<file path="src/rtl/measurement_stream_parser_if.sv">
// Byte ingress and round egress handshakes of the measurement stream parser.
// The master modport is the parser's view; the slave modport is the surrounding FIFO/decoder.
interface measurement_stream_parser_if #(
  parameter int unsigned PU_PER_ROUND = 4,
  parameter int unsigned U_BIT_WIDTH  = 3
);
  logic [7:0]              input_data;
  logic                    input_valid;
  logic                    input_ready;
  logic [PU_PER_ROUND-1:0] round_data;
  logic [U_BIT_WIDTH-1:0]  round_index;
  logic                    round_last;
  logic                    round_valid;
  logic                    round_ready;

  modport master (
    input  input_data,
    input  input_valid,
    output input_ready,
    output round_data,
    output round_index,
    output round_last,
    output round_valid,
    input  round_ready
  );

  modport slave (
    output input_data,
    output input_valid,
    input  input_ready,
    input  round_data,
    input  round_index,
    input  round_last,
    input  round_valid,
    output round_ready
  );
endinterface

</file>
<file path="src/rtl/measurement_stream_parser.sv">
// Parses the host byte stream (start command, per-syndrome header, padded payload) and
// reassembles one measurement word per round for the PU-array round loader.
module measurement_stream_parser #(
  parameter int unsigned GRID_WIDTH_X = 4,
  parameter int unsigned GRID_WIDTH_Z = 1,
  parameter int unsigned GRID_WIDTH_U = 5,
  parameter logic [7:0]  START_MSG    = 8'h01,
  parameter logic [7:0]  MEAS_HDR     = 8'h02
) (
  input  logic                        clk,
  input  logic                        reset,
  input  logic                        decoder_busy,
  output logic                        decode_start,
  output logic [7:0]                  drop_count,
  measurement_stream_parser_if.master bus
);
  localparam int unsigned PU_PER_ROUND    = GRID_WIDTH_X * GRID_WIDTH_Z;
  localparam int unsigned BYTES_PER_ROUND = (PU_PER_ROUND + 7) >> 3;
  localparam int unsigned U_BIT_WIDTH     = (GRID_WIDTH_U > 1) ? $clog2(GRID_WIDTH_U) : 1;
  localparam int unsigned CNT_WIDTH       = (BYTES_PER_ROUND > 1) ? $clog2(BYTES_PER_ROUND) : 1;
  localparam int unsigned ASM_WIDTH       = BYTES_PER_ROUND * 8;

  localparam logic [CNT_WIDTH-1:0]   LastByte  = CNT_WIDTH'(BYTES_PER_ROUND - 1);
  localparam logic [U_BIT_WIDTH-1:0] LastRound = U_BIT_WIDTH'(GRID_WIDTH_U - 1);

  localparam logic [1:0] StIdle    = 2'd0;
  localparam logic [1:0] StWaitHdr = 2'd1;
  localparam logic [1:0] StCollect = 2'd2;
  localparam logic [1:0] StEmit    = 2'd3;

  logic [1:0]              state_q, state_d;
  logic [CNT_WIDTH-1:0]    byte_cnt_q, byte_cnt_d;
  logic [ASM_WIDTH-1:0]    asm_q, asm_d, asm_merged;
  logic [PU_PER_ROUND-1:0] round_data_q, round_data_d;
  logic [U_BIT_WIDTH-1:0]  round_index_q, round_index_d;
  logic                    round_last_q, round_last_d;
  logic                    round_valid_q, round_valid_d;
  logic                    decode_start_q, decode_start_d;
  logic [7:0]              drop_q, drop_d, drop_inc;
  logic                    accept;

  // Header accept is the only point where a busy decoder can hold the stream back.
  assign bus.input_ready = (state_q == StIdle) || (state_q == StCollect) ||
                           ((state_q == StWaitHdr) && !decoder_busy);
  assign accept          = bus.input_valid && bus.input_ready;
  assign drop_inc        = drop_q + {7'd0, (drop_q != 8'hFF)};

  always_comb begin
    asm_merged = asm_q;
    asm_merged[{byte_cnt_q, 3'b000} +: 8] = bus.input_data;
  end

  always_comb begin
    state_d        = state_q;
    byte_cnt_d     = byte_cnt_q;
    asm_d          = asm_q;
    round_data_d   = round_data_q;
    round_index_d  = round_index_q;
    round_last_d   = round_last_q;
    round_valid_d  = round_valid_q;
    decode_start_d = 1'b0;
    drop_d         = drop_q;
    unique case (state_q)
      StIdle: begin
        if (accept) begin
          if (bus.input_data == START_MSG) state_d = StWaitHdr;
          else                             drop_d  = drop_inc;
        end
      end
      StWaitHdr: begin
        if (accept) begin
          if (bus.input_data == MEAS_HDR) begin
            state_d       = StCollect;
            byte_cnt_d    = '0;
            asm_d         = '0;
            round_index_d = '0;
            round_last_d  = (LastRound == '0);
          end else begin
            drop_d = drop_inc;
          end
        end
      end
      StCollect: begin
        if (accept) begin
          if (byte_cnt_q == LastByte) begin
            // Padding bits above PU_PER_ROUND fall off here.
            round_data_d  = asm_merged[PU_PER_ROUND-1:0];
            round_valid_d = 1'b1;
            byte_cnt_d    = '0;
            asm_d         = '0;
            state_d       = StEmit;
          end else begin
            asm_d      = asm_merged;
            byte_cnt_d = byte_cnt_q + 1'b1;
          end
        end
      end
      StEmit: begin
        if (bus.round_ready) begin
          round_valid_d = 1'b0;
          if (round_last_q) begin
            decode_start_d = 1'b1;
            round_index_d  = '0;
            round_last_d   = (LastRound == '0);
            state_d        = StWaitHdr;
          end else begin
            round_index_d = round_index_q + 1'b1;
            round_last_d  = (round_index_d == LastRound);
            state_d       = StCollect;
          end
        end
      end
      default: state_d = StIdle;
    endcase
  end

  always_ff @(posedge clk) begin
    if (reset) begin
      state_q        <= StIdle;
      byte_cnt_q     <= '0;
      asm_q          <= '0;
      round_data_q   <= '0;
      round_index_q  <= '0;
      round_last_q   <= 1'b0;
      round_valid_q  <= 1'b0;
      decode_start_q <= 1'b0;
      drop_q         <= 8'd0;
    end else begin
      state_q        <= state_d;
      byte_cnt_q     <= byte_cnt_d;
      asm_q          <= asm_d;
      round_data_q   <= round_data_d;
      round_index_q  <= round_index_d;
      round_last_q   <= round_last_d;
      round_valid_q  <= round_valid_d;
      decode_start_q <= decode_start_d;
      drop_q         <= drop_d;
    end
  end

  assign bus.round_data  = round_data_q;
  assign bus.round_index = round_index_q;
  assign bus.round_last  = round_last_q;
  assign bus.round_valid = round_valid_q;
  assign decode_start    = decode_start_q;
  assign drop_count      = drop_q;
endmodule

</file>
<file path="src/flat_wrapper.sv">
// flat-port wrapper written by rule: the top's interface ports become plain ports
module measurement_stream_parser_flat 
#(
  parameter int unsigned GRID_WIDTH_X = 4,
  parameter int unsigned GRID_WIDTH_Z = 1,
  parameter int unsigned GRID_WIDTH_U = 5,
  parameter logic [7:0]  START_MSG    = 8'h01,
  parameter logic [7:0]  MEAS_HDR     = 8'h02
)
  (clk, reset, decoder_busy, decode_start, drop_count, bus_input_data, bus_input_valid, bus_input_ready, bus_round_data, bus_round_index, bus_round_last, bus_round_valid, bus_round_ready);
  measurement_stream_parser_if #(.PU_PER_ROUND(((4) * (1))), .U_BIT_WIDTH((3))) bus_i ();
  input  logic clk;
  input  logic reset;
  input  logic decoder_busy;
  output logic decode_start;
  output logic [7:0] drop_count;
  input wire logic [$bits(bus_i.input_data)-1:0] bus_input_data;
  input wire logic [$bits(bus_i.input_valid)-1:0] bus_input_valid;
  output wire logic [$bits(bus_i.input_ready)-1:0] bus_input_ready;
  output wire logic [$bits(bus_i.round_data)-1:0] bus_round_data;
  output wire logic [$bits(bus_i.round_index)-1:0] bus_round_index;
  output wire logic [$bits(bus_i.round_last)-1:0] bus_round_last;
  output wire logic [$bits(bus_i.round_valid)-1:0] bus_round_valid;
  input wire logic [$bits(bus_i.round_ready)-1:0] bus_round_ready;
  assign bus_i.input_data = bus_input_data;
  assign bus_i.input_valid = bus_input_valid;
  assign bus_input_ready = bus_i.input_ready;
  assign bus_round_data = bus_i.round_data;
  assign bus_round_index = bus_i.round_index;
  assign bus_round_last = bus_i.round_last;
  assign bus_round_valid = bus_i.round_valid;
  assign bus_i.round_ready = bus_round_ready;
  measurement_stream_parser #(.GRID_WIDTH_X(GRID_WIDTH_X), .GRID_WIDTH_Z(GRID_WIDTH_Z), .GRID_WIDTH_U(GRID_WIDTH_U), .START_MSG(START_MSG), .MEAS_HDR(MEAS_HDR)) u_core (.clk(clk), .reset(reset), .decoder_busy(decoder_busy), .decode_start(decode_start), .drop_count(drop_count), .bus(bus_i));
endmodule
</file>
<file path="config.mk">
export PLATFORM = sky130hd
export DESIGN_NAME = measurement_stream_parser_flat
export DESIGN_NICKNAME = d
export VERILOG_FILES = /design/src/rtl/measurement_stream_parser_if.sv /design/src/rtl/measurement_stream_parser.sv /design/src/flat_wrapper.sv
export SDC_FILE = /design/constraint.sdc
export NUM_CORES = 1
export LEC_CHECK = 0
export CORE_ASPECT_RATIO = 1.75
export CORE_MARGIN = 5
export CORE_UTILIZATION = 46
export DETAILED_ROUTE_END_ITERATION = 12
export GPL_TIMING_DRIVEN = 0
export PLACE_DENSITY_LB_ADDON = 0.05
export SETUP_SLACK_MARGIN = 0.1
export SKIP_LAST_GASP = 1
export SYNTH_ARGS = -nofsm -noshare
export SYNTH_HDL_FRONTEND = slang
export SYNTH_SLANG_ARGS = --single-unit
</file>
<file path="constraint.sdc">
create_clock -name clk -period 2.5 [get_ports clk]
set_clock_uncertainty 0.15 [all_clocks]
set_input_delay 0.375 -clock clk [delete_from_list [all_inputs] [get_ports clk]]
set_output_delay 0.375 -clock clk [all_outputs]
set_load 0.02 [all_outputs]
</file>
==> results of run 1 <==
[placed cells by master, fill, tap and decap left out, types with 4 or more instances in the layout]
cell,n
ha_1,4
nand2b_1,6
a21oi_1,8
mux2i_1,7
inv_1,4
or4_1,5
o31ai_1,5
clkdlybuf4s50_1,31
nand2_1,6
dfxtp_1,20
clkbuf_8,4
nor2_1,11
nand3_1,5
[through the flow]
| step | total power [mW] | TNS [ns] |
|---|---|---|
| floorplan | 0.3610 | 0 |
| global placement | 0.3984 | -0.7249 |
| detailed placement | 0.3991 | -0.8672 |
| CTS | 0.6441 | 0 |
| global route | 0.6642 | 0 |
| finish | 0.6392 | 0 |
[flip-flops by register name (all words and copies together), names as in the netlist]
| signal | flops |
|---|---|
| u_core.bus.round_data | 4 |
| u_core.bus.round_last | 1 |
| u_core.bus.round_index | 3 |
| u_core.state_q | 2 |
| u_core.decode_start | 1 |
| u_core.drop_count | 8 |
| u_core.bus.round_valid | 1 |
[path summary, 6_finish.rpt]
| path | end | depth (start not counted) |
|---|---|---|
| worst max-delay path | u_core.bus.round_index[2] | 5 |
| worst min-delay path | u_core.bus.round_index[1] | 2 |
| worst max register to register | u_core.drop_count[2] | 6 |
| worst min register to register | u_core.bus.round_index[1] | 2 |
[worst register-to-register path, delay by kind of cell, from the launching register on]
kind / cells / cell delay (ns)
buf+inv: 2 / 0.36
flops: 1 / 0.30
simple gates: 2 / 0.50
mux: 1 / 0.30
compound gates: 1 / 0.42
[power breakdown]
part / internal (mW) / switching, mW / leakage, nW
Combinational: 0.0344 / 0.0319 / 0.355
Sequential: 0.322 / 0.00470 / 0.161
Clock: 0.140 / 0.106 / 0.0288
[layout make-up]
cell class	count	area [um2]	share of cell area [%]
Multi-Input combinational cell	89	660.6	43.67
Sequential cell	20	400.4	26.47
Timing Repair Buffer	32	317.8	21.01
Clock buffer	4	55.05	3.639
Buffer	6	32.53	2.151
Tap cell	25	31.28	2.068
Inverter	4	15.01	0.9926
[cell usage after synthesis (all sizes together)]
master / n / share of area [%]
a2111oi: 1 / 1.4
a221oi: 1 / 0.80
nand4: 1 / 0.57
mux2i: 7 / 6.4
mux2: 3 / 3.8
and2: 1 / 0.57
a41oi: 1 / 0.80
a311oi: 1 / 0.80
and4: 1 / 0.80
o31ai: 5 / 3.4
ha: 4 / 4.6
o32ai: 3 / 4.1
nor3b: 1 / 0.69
o21ai: 3 / 1.4
nand3b: 3 / 2.1
buf: 3 / 1.6
nand3: 5 / 2.3
or4: 6 / 4.5
or3b: 1 / 0.80
nor2b: 3 / 1.7
nor2: 11 / 3.8
and3: 2 / 1.1
or3: 1 / 1.0
nand2: 6 / 2.1
inv: 4 / 1.4
dfxtp: 20 / 37
clkbuf: 3 / 1.0
a21oi: 8 / 3.7
nand4bb: 1 / 1.0
nor4: 3 / 1.7
nand2b: 6 / 3.4
[metal layers]
metal / vias up / GRT usage, % / share of wire (%)
met5: - / 0 / 0
met4: 0 / 8.000 / 1.4
met3: 4 / 2.906 / 4.4
met2: 21 / 25.42 / 53
met1: 463 / 18.22 / 41
li1: 514 / - / -
[what timing repair did]
action,in CTS,in global routing
hold buffers,0,0
pin swaps,2,0
setup buffers,1,0
setup endpoints to repair,2,1
resized for setup,0,2
[cell families after synthesis]
kind of cell,count (synthesis),synth area share (%)
AND/OR/NAND/NOR,52,28.18
flip-flops,20,36.65
adder cells (fa/ha/maj),4,4.582
buffers and inverters,10,4.009
multiplexers,10,10.20
AO/OA/AOI/OAI,23,16.38
==> impl_metrics.ini, run 1 <==
[cts]
htree_levels = 1
clock-root-buffer = clkbuf_8
cts_sinks = 20
clk_pin_slew_ns = 0.07
cts_tree = done
clock_latency_ns = 0.25
clockBufferDepth = 2
numCtsBuffers = 3

[sta]
final_max_slew_viol_count = 0
grt_setup_unrepaired = yes
max_freq_mhz = 418.8
timing.hold.ws_ns = 0.3483
slew_headroom_pct = 69.23
worst_pin_slew_ns = 0.4616
fin_crit_sh_pct = 95.51
setup_viol = 0
layout_setup_ws_ns = 0.1123
period_needed_ns = 2.388
final_hold_viol_count = 0

[min_path]
hp-start = u_core.bus.round_index[1]
worstHoldPathType = flop to flop

[power_and_ir_drop]
ir_worst_vdd_mv = 0.3109
power_density_nw_per_um2 = 422.5
p_leak_nw = 0.5455

[place]
place_area_um2 = 1434
gp_congestion = 0.8452
hpwlAfterDp_um = 1978
preCtsSetupSlack_ns = -0.2779
post-place-cells = 175
io_buffers = 31

[floorplan]
dieArea_um2 = 3488
dieWidth_um = 46.84
num_rows = 23
fp.coreArea_um2 = 2273
start_util_pct = 48.05
die_y_um = 74.47
ioPinCount = 32

[critical_path]
path_cells = clkdlybuf4s50_1 -> or4_4 -> or3_4 -> o32ai_4 -> mux2_4
cp_slowest_cell = or4_4
r2r-start = u_core.state_q[0]
cp_top_family = simple AND/OR/NAND/NOR gates
path_buf_inv = 1
cp-startpoint = bus_input_data[2]
ff2ff_setup_slack_ns = 0.36
crit_path_start_kind = input pin
critPathMaxStageDelay_ns = 0.57
path_class = input pin to flop
worstSetupEndpointType = flop
cp.arrival_ns = 2.39
cp.required_ns = 2.50
path_max_fanout = 4

[route]
drc = 0
vias = 1002
vias_per_cell = 5.567
routed_wirelength_um = 2571
first_pass_iters = 4
drtIter0Drc = 18
ant_nets = 0
avgRoutedWirePerCell_um = 14.28

[synth]
seq_area_frac_synth_pct = 36.66
synth.avg_cell_area_um2 = 9.179
synth_area_um2 = 1092
synth-seq-cells = 20
synth_cell_types = 35
syn_nets = 136
synthCells = 119
yosysWarnings = 0

[cells_and_area]
fin_cells = 180
areaGrowthSynthToFinish_pct = 38.49
layout-drive-gt1-share_pct = 9.032
finalInstanceArea_um2 = 1513
fillers = 185
finalNetCount = 173
post-route-util_pct = 66.54
antenna_cells = 0

[grt]
grt_pass1_vias = 982
grt_max_degree = 12
antenna_found_initial = 0
overflow = 0
grt_pass1_wl_um = 4036
grtUsageTotal_pct = 15.42

[job]
max_cap_violations = 0

[outcome]
status = complete, no violations
Note: power is estimated with default switching activity, not from simulation.
==> run 2, diff against run 1 <==
==> constraint.sdc (replaced) <==
create_clock -name clk -period 2.5 [get_ports clk]
set_clock_uncertainty 0.15 [all_clocks]
set_input_delay 0.25 -clock clk [delete_from_list [all_inputs] [get_ports clk]]
set_output_delay 0.25 -clock clk [all_outputs]
set_load 0.02 [all_outputs]
==> impl_metrics.ini, run 2 (synthesized netlist as in run 1, its figures left out) <==
[sta]
setup_viol = 0
worst_pin_slew_ns = 0.4567
max_freq_mhz = 424.1
fin_crit_sh_pct = 94.32
grt_setup_unrepaired = no
timing.hold.ws_ns = 0.3509
period_needed_ns = 2.358
slew_headroom_pct = 69.55
final_hold_viol_count = 0
final_max_slew_viol_count = 0
fin_setup_tns_ns = 0

[route]
vias_per_cell = 5.665
ant_nets = 0
first_pass_iters = 4
avgRoutedWirePerCell_um = 14.12
drc = 0
vias = 1014
routed_wirelength_um = 2527
drtIter0Drc = 20

[cells_and_area]
post-route-util_pct = 65.49
largest_reg_flops = 8
layout-drive-gt1-share_pct = 8.442
finalNetCount = 172
mostFrequentLayoutCells = clkdlybuf4s50_1, dfxtp_1, nor2_1
antenna_cells = 0
areaGrowthSynthToFinish_pct = 36.31
finalInstanceArea_um2 = 1489
mostFrequentLayoutCell = clkdlybuf4s50_1

[critical_path]
ff2ff_setup_slack_ns = 0.31
path_cells = clkdlybuf4s50_1 -> or4_4 -> or3_4 -> o32ai_4 -> mux2_4
timing.rr.end = u_core.drop_count[2]
crit_path_start_kind = input pin
path_class = input pin to flop
path_buf_inv = 1
cp.required_ns = 2.50
cp_slowest_cell = or4_4
rr_worst_depth = 6
cp.arrival_ns = 2.36
worstSetupEndpointType = flop
r2r-start = u_core.state_q[0]
critPathMaxStageDelay_ns = 0.58
path_max_fanout = 4
cp_top_family = simple AND/OR/NAND/NOR gates

[cts]
clk_pin_slew_ns = 0.07
cts_sinks = 20
cts_tree = done
cts-resized-gates = 0
numCtsBuffers = 3
clockBufferDepth = 2
post-cts-setup-buffer-count = 0
clock-root-buffer = clkbuf_8
htree_levels = 1
postCtsHoldBufs = 0
clock_latency_ns = 0.26

[min_path]
hold_end = u_core.bus.round_index[1]
worstHoldPathType = flop to flop
min_path_cells = 2
hp-start = u_core.bus.round_index[1]

[floorplan]
ioPinCount = 32
num_rows = 23
fp.coreArea_um2 = 2273
start_util_pct = 48.05
die_y_um = 74.47
dieWidth_um = 46.84
dieArea_um2 = 3488

[power_and_ir_drop]
p_leak_nw = 0.5392
power_density_nw_per_um2 = 427.8
ir_worst_vdd_mv = 0.3097
total_power_mw = 0.6369

[place]
io_buffers = 31
gp_congestion = 0.8452
hpwlAfterDp_um = 1978
place_area_um2 = 1434

[outcome]
status = complete, no violations

[grt]
antenna_found_initial = 0
grt_max_degree = 12
grt_pass1_wl_um = 4029
grtUsageTotal_pct = 15.42
grt_pass1_vias = 975
overflow = 0

[job]
max_cap_violations = 0
==> run 2: cell count changes in the layout (fill, tap and decap cells not counted), sizes merged <==
| cell | delta |
|---|---|
| buf | -1 |
==> run 2: layout make-up <==
cell class              count  area (um2)
plain buffers               6       28.78
clock buffers               4       55.05
well taps                  25       31.28
repair buffers             31       310.3
flip-flops and latches     20       400.4
multi-input cells          89       648.1
fillers                   187       784.5
inverters                   4       15.01
==> run 2: report_power, final <==
| group | internal, mW | switching (mW) | total (mW) |
|---|---|---|---|
| clock | 0.140 | 0.105 | 0.245 |
| combinational | 0.0341 | 0.0308 | 0.0649 |
| sequential | 0.322 | 0.00472 | 0.327 |
==> run 2: how the worst max path moves through the flow <==
stage                           start                   endpoint  slack (ns)  cells past startpoint
detailed placement  bus_input_data[3]  u_core.bus.round_index[2]       -0.15                      5
CTS                 bus_input_data[3]  u_core.bus.round_index[2]        0.13                      5
global route        bus_input_data[3]  u_core.bus.round_index[0]        0.11                      5
finish              bus_input_data[3]  u_core.bus.round_index[2]        0.14                      5
floorplan           bus_input_data[3]  u_core.bus.round_index[0]        0.41                      4
global placement    bus_input_data[3]  u_core.bus.round_index[2]       -0.13                      5
==> run 2: routing by layer <==
metal | global-route usage (%) | wire [um] | vias up
met3 | 2.906 | 120 | 7
met5 | 0 | 0 | -
met1 | 18.22 | 991 | 472
li1 | - | - | 512
met2 | 25.42 | 1355 | 23
met4 | 8.000 | 60 | 0
==> run 2: tightest hold or removal path, stage by stage, from the launching register on <==
cell and delay (ns):
dfxtp_1 0.33, nand2b_1 0.07, mux2i_1 0.06
==> run 2: stage by stage <==
| stage | std cells | setup slack [ns] |
|---|---|---|
| floorplan | 119 | 0.4060 |
| global placement | 175 | -0.1261 |
| detailed placement | 175 | -0.1529 |
| CTS | 179 | 0.1320 |
| global route | 179 | 0.1123 |
| finish | 179 | 0.1419 |
==> run 3, diff against run 2 <==
CAP_MARGIN = 20   (was not set)
==> results of run 3 <==
The final DEF is identical to that of run 2; final timing and power are the same.
